## config.mk

```make
export PLATFORM = sky130hd
export DESIGN_NAME = riscv_fetch_unit
export DESIGN_NICKNAME = d
export VERILOG_FILES = /design/src/rtl/riscv_pkg.sv /design/src/rtl/fetch_fifo.sv /design/src/rtl/riscv_fetch_unit.sv
export SDC_FILE = /design/constraint.sdc
export NUM_CORES = 1
export LEC_CHECK = 0
export CAP_MARGIN = 20
export CORE_MARGIN = 2
export CORE_UTILIZATION = 53
export DETAILED_ROUTE_END_ITERATION = 8
export GPL_ROUTABILITY_DRIVEN = 1
export PLACE_DENSITY = 0.77
export SLEW_MARGIN = 25
export SYNTH_ARGS = -nofsm -noshare
export SYNTH_HDL_FRONTEND = slang
export SYNTH_HIERARCHICAL = 1
export SYNTH_SLANG_ARGS = --single-unit
```

## constraint.sdc

```tcl
create_clock -name clk -period 3.1 [get_ports clk]
set_clock_uncertainty 0.1 [all_clocks]
set_input_delay 0.62 -clock clk [delete_from_list [all_inputs] [get_ports clk]]
set_output_delay 0.62 -clock clk [all_outputs]
set_load 0.01 [all_outputs]
```

## src/rtl/riscv_pkg.sv

```systemverilog
// riscv_pkg: shared constants and types for the Riscv core front end.
//   XLEN          - architectural PC / data width
//   RESET_PC      - default fetch address after reset
//   NOP           - canonical NOP encoding (addi x0, x0, 0)
//   fetch_entry_t - layout of one prefetch entry: {inst, pc}, inst in the MSBs
package riscv_pkg;

    localparam int XLEN = 32;
    localparam logic [XLEN-1:0] RESET_PC = 32'h0000_0000;
    localparam logic [31:0] NOP = 32'h0000_0013;

    typedef struct packed {
        logic [31:0]     inst;
        logic [XLEN-1:0] pc;
    } fetch_entry_t;

endpackage

```

## src/rtl/fetch_fifo.sv

```systemverilog
// fetch_fifo: DEPTH x WIDTH circular buffer holding prefetched {inst, pc} entries.
// Ports:
//   clk, rst_n  - clock, asynchronous active-low reset
//   push, din   - write din at the tail this cycle
//   pop         - drop the head this cycle (caller only pops when level != 0)
//   flush       - empty the buffer; wins over a push in the same cycle
//   head        - entry at the head (stale contents when empty)
//   level       - number of occupied entries, 0..DEPTH
module fetch_fifo
    import riscv_pkg::*;
#(
    parameter int DEPTH = 4,
    parameter int WIDTH = $bits(fetch_entry_t)
) (
    input  logic                       clk,
    input  logic                       rst_n,
    input  logic                       push,
    input  logic                       pop,
    input  logic                       flush,
    input  logic [WIDTH-1:0]           din,
    output logic [WIDTH-1:0]           head,
    output logic [$clog2(DEPTH):0]     level
);

    localparam int AW = $clog2(DEPTH);

    logic [WIDTH-1:0] mem [DEPTH];
    // Pointers carry one extra wrap bit so full and empty are distinguishable.
    logic [AW:0]      wr_ptr;
    logic [AW:0]      rd_ptr;
    logic             full;

    always_ff @(posedge clk or negedge rst_n) begin
        if (!rst_n) begin
            wr_ptr <= '0;
            rd_ptr <= '0;
            // Storage is cleared so the head reads as zero straight out of reset.
            for (int i = 0; i < DEPTH; i++) begin
                mem[i] <= '0;
            end
        end else if (flush) begin
            wr_ptr <= '0;
            rd_ptr <= '0;
        end else begin
            if (push) begin
                mem[wr_ptr[AW-1:0]] <= din;
                wr_ptr              <= wr_ptr + (AW+1)'(1);
            end
            if (pop) begin
                rd_ptr <= rd_ptr + (AW+1)'(1);
            end
        end
    end

    assign head  = mem[rd_ptr[AW-1:0]];
    assign level = wr_ptr - rd_ptr;
    assign full  = (level == (AW+1)'(DEPTH));

    // The fetcher's credit scheme must never overfill or underflow the buffer.
    a_no_push_full: assert property (@(posedge clk) disable iff (!rst_n)
        (push && !flush) |-> !full);
    a_no_pop_empty: assert property (@(posedge clk) disable iff (!rst_n)
        (pop && !flush) |-> (level != '0));

endmodule

```

## src/rtl/riscv_fetch_unit.sv

```systemverilog
// riscv_fetch_unit: streaming instruction fetcher in front of a synchronous ROM.
// Ports:
//   clk, rst_n      - core clock, asynchronous active-low reset
//   rom_addr        - ROM word address (fetch_pc[ROM_AW+1:2]), combinational
//   rom_en          - ROM read request; data arrives on rom_inst the next cycle
//   rom_inst        - ROM read data
//   redirect_valid  - execute redirects fetch to redirect_pc (low 2 bits ignored)
//   redirect_pc     - redirect target
//   inst_valid      - head of prefetch buffer is valid
//   inst_ready      - decode accepts the head
//   inst_out        - head instruction word
//   inst_pc         - PC of the head instruction
//   fifo_level      - occupied prefetch entries (debug/perf)
//
// Handshake: an entry transfers on every cycle where inst_valid && inst_ready are
// both high at the clock edge; while inst_valid && !inst_ready the head
// (inst_out, inst_pc) holds steady, and inst_valid never drops without a transfer
// except on a redirect or reset.
module riscv_fetch_unit
    import riscv_pkg::*;
#(
    parameter int              XLEN       = riscv_pkg::XLEN,
    parameter int              ROM_AW     = 8,
    parameter int              FIFO_DEPTH = 4,
    parameter logic [XLEN-1:0] RESET_PC   = XLEN'(riscv_pkg::RESET_PC)
) (
    input  logic                          clk,
    input  logic                          rst_n,
    output logic [ROM_AW-1:0]             rom_addr,
    output logic                          rom_en,
    input  logic [31:0]                   rom_inst,
    input  logic                          redirect_valid,
    input  logic [XLEN-1:0]               redirect_pc,
    output logic                          inst_valid,
    input  logic                          inst_ready,
    output logic [31:0]                   inst_out,
    output logic [XLEN-1:0]               inst_pc,
    output logic [$clog2(FIFO_DEPTH):0]   fifo_level
);

    localparam int LW = $clog2(FIFO_DEPTH) + 1;
    localparam int EW = 32 + XLEN;

    logic [XLEN-1:0] fetch_pc;
    logic [XLEN-1:0] resp_pc;
    logic            resp_pending;
    logic [LW-1:0]   level;
    logic [LW-1:0]   committed;
    logic            push;
    logic            pop;
    logic [EW-1:0]   head;

    // Credit: entries already buffered plus the one ROM read in flight. Issuing
    // only while this is below depth guarantees every response finds a free slot.
    assign committed = level + LW'(resp_pending);

    // Gated by rst_n so the ROM sees no request while the core is held in reset.
    assign rom_en   = rst_n && !redirect_valid && (committed < LW'(FIFO_DEPTH));
    assign rom_addr = fetch_pc[ROM_AW+1:2];

    always_ff @(posedge clk or negedge rst_n) begin
        if (!rst_n) begin
            fetch_pc     <= RESET_PC;
            resp_pc      <= '0;
            resp_pending <= 1'b0;
        end else if (redirect_valid) begin
            // Any read issued last cycle is abandoned: its data is never pushed.
            fetch_pc     <= {redirect_pc[XLEN-1:2], 2'b00};
            resp_pending <= 1'b0;
        end else if (rom_en) begin
            fetch_pc     <= fetch_pc + XLEN'(4);
            resp_pc      <= fetch_pc;
            resp_pending <= 1'b1;
        end else begin
            resp_pending <= 1'b0;
        end
    end

    assign push = resp_pending;
    assign pop  = inst_valid && inst_ready;

    // Entry layout matches fetch_entry_t: instruction in the upper 32 bits.
    fetch_fifo #(
        .DEPTH (FIFO_DEPTH),
        .WIDTH (EW)
    ) u_fifo (
        .clk   (clk),
        .rst_n (rst_n),
        .push  (push),
        .pop   (pop),
        .flush (redirect_valid),
        .din   ({rom_inst, resp_pc}),
        .head  (head),
        .level (level)
    );

    assign inst_valid = (level != '0);
    assign inst_out   = head[EW-1:XLEN];
    assign inst_pc    = head[XLEN-1:0];
    assign fifo_level = level;

endmodule

```

==> flow_metrics.py <==
metrics = {
    "status": {
        "status": "finished with violations",
        "violations": "setup timing",
    },
    "sta": {
        "period_share_pct": 103,
        "hold_violations": 0,
        "final_max_slew_viol_count": 0,
        "setup_ws_ns": -0.0946,
        "tightest_slew_ns": 0.909,
        "finalSetupViolations": 2,
        "slew_headroom_pct": 39.4,
        "fmax_mhz": 313,
        "period_needed_ns": 3.19,
        "rsz0062_at_grt": "true",
    },
    "clock_network": {
        "cts_buffers": 35,
        "clock_sinks": 323,
        "cts_buffer_depth": 3,
        "clk_latency_ns": 0.50,
        "htreeDepth": 2,
        "clkTransAtPathRegs_ns": 0.06,
        "clock_tree.root_cell": "clkbuf_16",
        "cts_tree": "yes",
    },
    "setup_path": {
        "worstSetupEndpointType": "output pin",
        "critPathMaxFanout": 4,
        "worst_path_max_delay_cell": "dfrtp_4",
        "r2r-start": "u_fifo/rd_ptr[0]",
        "cp_slowest_stage_delay_ns": 0.48,
        "startpoint": "u_fifo/rd_ptr[0]",
        "crit_type": "reg -> out",
        "worst_path_most_repeated_cell": "xnor2_2",
        "startpoint_type": "flop",
        "cp_cell_sequence": "ha_4, fa_2, xnor2_2, xnor2_2, and3b_2, mux2i_4, inv_2, buf_6",
        "required_ns": 2.38,
        "worstPathArrival_ns": 2.47,
    },
    "drt": {
        "wire_per_inst_um": 22.1,
        "first_pass_iters": 4,
        "drtIter0Drc": 563,
        "vias_per_cell": 5.77,
        "antenna_left": 0,
        "drc": 0,
        "dr_total_vias": 8981,
        "wl_um": 34400,
    },
    "yosys": {
        "netlist.area_leader.share_pct": 50.3,
        "synth.distinct_cells": 55,
        "synth_edf_count": 0,
        "synthAdderAreaFrac_pct": 0.670,
        "synthCells": 976,
        "ys_ff_latch": 323,
        "synth_mux_area_share_pct": 35.1,
        "yosys.area.top_type": "dfrtp_1",
        "synthSimpleGateAreaFrac_pct": 5.40,
        "synth_xor_area_share_pct": 0.273,
        "synth-main-ff-cell": "dfrtp_1",
        "synth.area.top_cells": "dfrtp_1 (50%), mux2_4 (22%), mux4_2 (9.0%), buf_12 (3.5%), mux2_2 (3.3%)",
        "ys_seq_area_share_pct": 50.3,
        "synth_compound_gate_area_share_pct": 2.69,
        "ys_async_sr_fraction_pct": 100,
        "synth_area_per_cell_um2": 16.5,
        "synth_top_family_by_area": "multiplexers",
        "syn-cell-area_um2": 16100,
        "ys_warn_count": 6,
    },
    "die": {
        "rows": 63,
        "ioPinCount": 145,
        "core_area_um2": 29700,
        "die-area_um2": 31700,
        "start_util_pct": 54.0,
        "die_h_um": 178,
        "dieWidth_um": 178,
    },
    "global_routing": {
        "grt_pass1_wl_um": 54700,
        "grt_pass1_vias": 9706,
        "antenna_found_initial": 1,
        "grt_usage_pct": 22.1,
        "grt_start_max_net_pins": 167,
        "grt_overflow": 0,
    },
    "placed_design": {
        "gp_congestion": 0.826,
        "dp.cells": 1482,
        "dp_hpwl_um": 20000,
        "numPortBuffers": 142,
        "placed_area_um2": 17600,
    },
    "pwr": {
        "powerDensity_nw_per_um2": 885,
        "ir_worst_vdd_uv": 555,
        "power_leakage_nw": 9.15,
        "p_total_mw": 16.7,
    },
    "finish": {
        "nets": 1220,
        "area_growth_syn_to_layout_pct": 17.8,
        "drive_gt1_share_pct": 41.6,
        "fin_cells": 1557,
        "diodes": 0,
        "final_common_cell": "dfrtp_1",
        "layout_common_cells": "dfrtp_1 (321), mux2_4 (240), clkdlybuf4s50_1 (75), mux4_2 (64), dlygate4sd2_1 (61)",
        "n_fill_cell": 2143,
        "final_cell_area_um2": 18900,
    },
    "run": {
        "drv_cap": 0,
    },
    "hold_path": {
        "hp-class": "in -> async",
    },
}
==> worst max-delay path: cells and delay by family, from the launching register on <==
kind	cells	cell delay (ns)
xor gates and xnor gates	2	0.43
adders and majority gates	2	0.50
buffers and inverters	2	0.21
DFF	1	0.48
muxes	1	0.07
and+or+nand+nor	1	0.26
==> flip-flops by register name, indices dropped and copies added, names as in the netlist <==
signal / cells
u_fifo/rd_ptr: 3
fetch_pc: 30
resp_pc: 30
push: 1
u_fifo/mem: 256
u_fifo/wr_ptr: 3
==> synth_stat cells (3+ instances only) <==
| cell | number |
|---|---|
| a21oi_1 | 7 |
| buf_12 | 28 |
| nor2_1 | 25 |
| nand4_1 | 10 |
| or4_2 | 3 |
| mux2_2 | 47 |
| nand3b_4 | 4 |
| o21ai_0 | 10 |
| inv_1 | 7 |
| nor2b_1 | 4 |
| buf_4 | 9 |
| or4_1 | 16 |
| mux2_4 | 240 |
| nor4_1 | 3 |
| and3_1 | 7 |
| a31oi_1 | 21 |
| or3_1 | 5 |
| nand2_1 | 18 |
| clkbuf_1 | 7 |
| buf_2 | 15 |
| o31ai_1 | 15 |
| dfrtp_1 | 323 |
| xnor2_1 | 5 |
| mux4_2 | 64 |
| ha_1 | 7 |
| nand3b_1 | 3 |
| and4_1 | 8 |
| nand3_1 | 18 |
| mux2i_1 | 6 |
| buf_6 | 8 |
==> layout make-up <==
cell class	instances	area (µm²)	share of cell area, %
clock buffers	52	1040	5.51
clock inverters	8	95.1	0.503
inverters	8	30.0	0.159
multi-input cells	580	7180	38.0
flip-flops and latches	323	8090	42.8
well taps	390	488	2.58
repair buffers	196	1990	10.5
==> through the flow <==
step           setup WS [ns]  hold slack, ns  utilization [%]  TNS, ns
6_report             -0.0946           0.196             63.6   -0.167
5_1_grt               -0.205           0.280             63.6   -0.411
4_1_cts               -0.199           0.259             63.1   -0.367
3_5_place_dp          -0.209           0.387             59.2   -0.272
3_3_place_gp          -0.122           0.382             59.2   -0.122
2_1_floorplan          0.118           0.224                -        0
==> layer usage <==
| layer | vias to the layer above | track usage [%] | routed length [µm] |
|---|---|---|---|
| li1 | 3976 | - | - |
| met1 | 4682 | 30.9 | 15500 |
| met3 | 51 | 4.69 | 2260 |
| met2 | 272 | 35.4 | 16200 |
| met5 | - | 0 | 0 |
| met4 | 0 | 5.50 | 529 |
==> cell families (layout without fill, tap and decap cells) <==
family                     after synthesis  count (layout)
muxes                                  357             357
DFF                                    323             323
and+or+nand+nor                        137             137
buffers and inverters                   80             264
AOI/OAI and AO/OA                       65              65
adders and majority gates                8               8
xor gates and xnor gates                 5               5
other                                    1               8
==> final timing paths <==
path                       slack, ns              end  cells past startpoint
max in group asynchronous       1.37   u_fifo/mem[21]                      3
min in group clk                0.40  u_fifo/mem[110]                      1
hold / removal                  0.20             push                      2
hold reg to reg                 0.40  u_fifo/mem[110]                      1
setup / recovery               -0.09           rom_en                      8
setup reg to reg                0.09     fetch_pc[12]                     11
==> report_power, final <==
| group | internal (mW) | leakage, nW | switching [mW] | total, mW |
|---|---|---|---|---|
| combinational | 3.84 | 4.49 | 2.23 | 6.06 |
| sequential | 5.57 | 4.10 | 0.974 | 6.55 |
| clock | 2.49 | 0.554 | 1.64 | 4.13 |
==> what timing repair did <==
item | 4_1_cts | 5_1_grt
setup buffers | 3 | 10
hold buffers | 0 | 0
cloned | 1 | 3
setup endpoints to repair | 72 | 42
resized for setup | 98 | 6
pin swaps | 13 | 6
Power figures use the tool's default switching activity.
==> RTL change, RTL diff (config.mk and constraints unchanged) <==
Make the reset (`rst_n`) synchronous in 2 clocked blocks. Comments in the files are not updated.
--- a/src/rtl/fetch_fifo.sv
+++ b/src/rtl/fetch_fifo.sv
@@ -30,7 +30,7 @@
     logic [AW:0]      rd_ptr;
     logic             full;
 
-    always_ff @(posedge clk or negedge rst_n) begin
+    always_ff @(posedge clk) begin
         if (!rst_n) begin
             wr_ptr <= '0;
             rd_ptr <= '0;
--- a/src/rtl/riscv_fetch_unit.sv
+++ b/src/rtl/riscv_fetch_unit.sv
@@ -58,7 +58,7 @@
     assign rom_en   = rst_n && !redirect_valid && (committed < LW'(FIFO_DEPTH));
     assign rom_addr = fetch_pc[ROM_AW+1:2];
 
-    always_ff @(posedge clk or negedge rst_n) begin
+    always_ff @(posedge clk) begin
         if (!rst_n) begin
             fetch_pc     <= RESET_PC;
             resp_pc      <= '0;
Behaviour: differs if rst_n is asserted again (counterexample within 4 cycles, from zero or initial values and one cycle with rst_n low); with rst_n held inactive, the same outputs for 4 cycles.
==> RTL change against the original RTL <==
Worst hold slack improved by 0.16 ns; critical path depth increased by 2; synthesized area decreased by 13%; cell area decreased by 10%; sequential cell count increased by 2; wire length decreased by 13%; worst setup slack improved by 0.096 ns; non-clock buffer count decreased by 17; critical endpoint unchanged.
Power is not compared: it rests on default switching activity, and its combinational part moved more than twofold at a synthesized area within 25%.
==> RTL change: results (changes against the original RTL) <==
Synth
  – Synth Flop Type: edfxtp_1
  – Part of the Yosys area used for sequential elements: 0.653 (+0.149)
  – Synth area leaders: edfxtp_1 (55%), mux4_2 (10%), dfxtp_1 (9.9%)
  – Synth Area in Adders: 0.00504 (-0.00166)
  – Synth Area in Compound Gates: 0.0301 (+0.00319)
  – Post-synthesis mux area share: 0.105 (-0.246)
  – Post-synth top cells: nor2_1 (267), edfxtp_1 (256), nand2_1 (142), dfxtp_1 (69), mux4_2 (64)

Critical path
  – Critical Path Start: u_fifo/wr_ptr[0]
  – R2R Path Start: u_fifo/wr_ptr[0]
  – Crit path DAT: 2.38 ns (-0.09 ns)
  – Largest fanout on the critical path: 2 (-2)
  – Critical path's slowest cell: fa_2

GRT
  – Vias in the first global route: 9050 (-6.8%)
  – GR Util met1: 0.300 (-0.00909)
  – Largest net degree at the start of global routing: 65 (-61%)
  – GRT Total Usage: 0.219 (-0.00155)
  – First-pass GRT wire length: 48.2 mm (-12%)

Cells and area
  – Multi-input combinational area share: 0.263 (-0.117)
  – Layout non-clock buf frac: 0.109 (+0.00335)
  – Clock buffer count: 44 (-15%)
  – Layout clock area frac: 0.0672 (+0.00711)
  – Buffers, non-clock: 179 (-8.7%)
  – Final nets: 1297 (+6.3%)
  – Fill cells: 1836 (-14%)
  – Share of layout cells above drive strength 1: 0.154 (-0.262)
  – FF/Latch Area: 9080 um2 (+12%)

Worst hold path
  – Worst Hold Class: flip-flop to flip-flop

Route
  – Routed wl met2: 14.9 mm (-7.5%)
  – Iteration-0 DRC Markers: 718 (+28%)
  – Met1 WL: 12.3 mm (-20%)
  – Vias: 8970 (-0.12%)
  – TritonRoute pass-1 iters: 5 (+1)
  – Final wirelength: 30.0 mm (-13%)

Outcome
  – Status: finished, final reports clean

Clocking
  – CTS Buf Count: 34 (-2.9%)

Placed design
  – RD Place Congestion: 0.852 (+3.2%)

Timing
  – Worst Max-Slew Pin Slew: 1.00 ns (+0.0944 ns)
## RTL change: path summary, 6_finish.rpt
kind              cells past startpoint           end  slack [ns]
setup / recovery                     10        rom_en       0.002
setup reg to reg                     10  fetch_pc[11]        0.18
hold reg to reg                       2   resp_pc[24]        0.36
hold / removal                        2   resp_pc[24]        0.36
## RTL change: stage by stage
| stage | std cells | area (um2) | power, uW | hold slack (ns) | worst slack [ns] |
|---|---|---|---|---|---|
| finish | 1584 | 17000 | 9850 | 0.357 | 0.00151 |
| detailed placement | 1522 | 15800 | 5820 | 0.348 | -0.0454 |
| floorplan | 1091 | 13900 | 5440 | 0.334 | 0.0328 |
| CTS | 1583 | 17000 | 9910 | 0.357 | 0.00300 |
| global placement | 1522 | 15800 | 5790 | 0.343 | -0.0665 |
| global route | 1584 | 17000 | 10200 | 0.381 | -0.0920 |
## RTL change: timing repair
action | in CTS | in global routing
resized for setup | 16 | 6
endpoints found under the hold margin | 0 | 0
pin swaps | 1 | 4
setup buffers | 0 | 1
endpoints found under the setup margin | 3 | 2
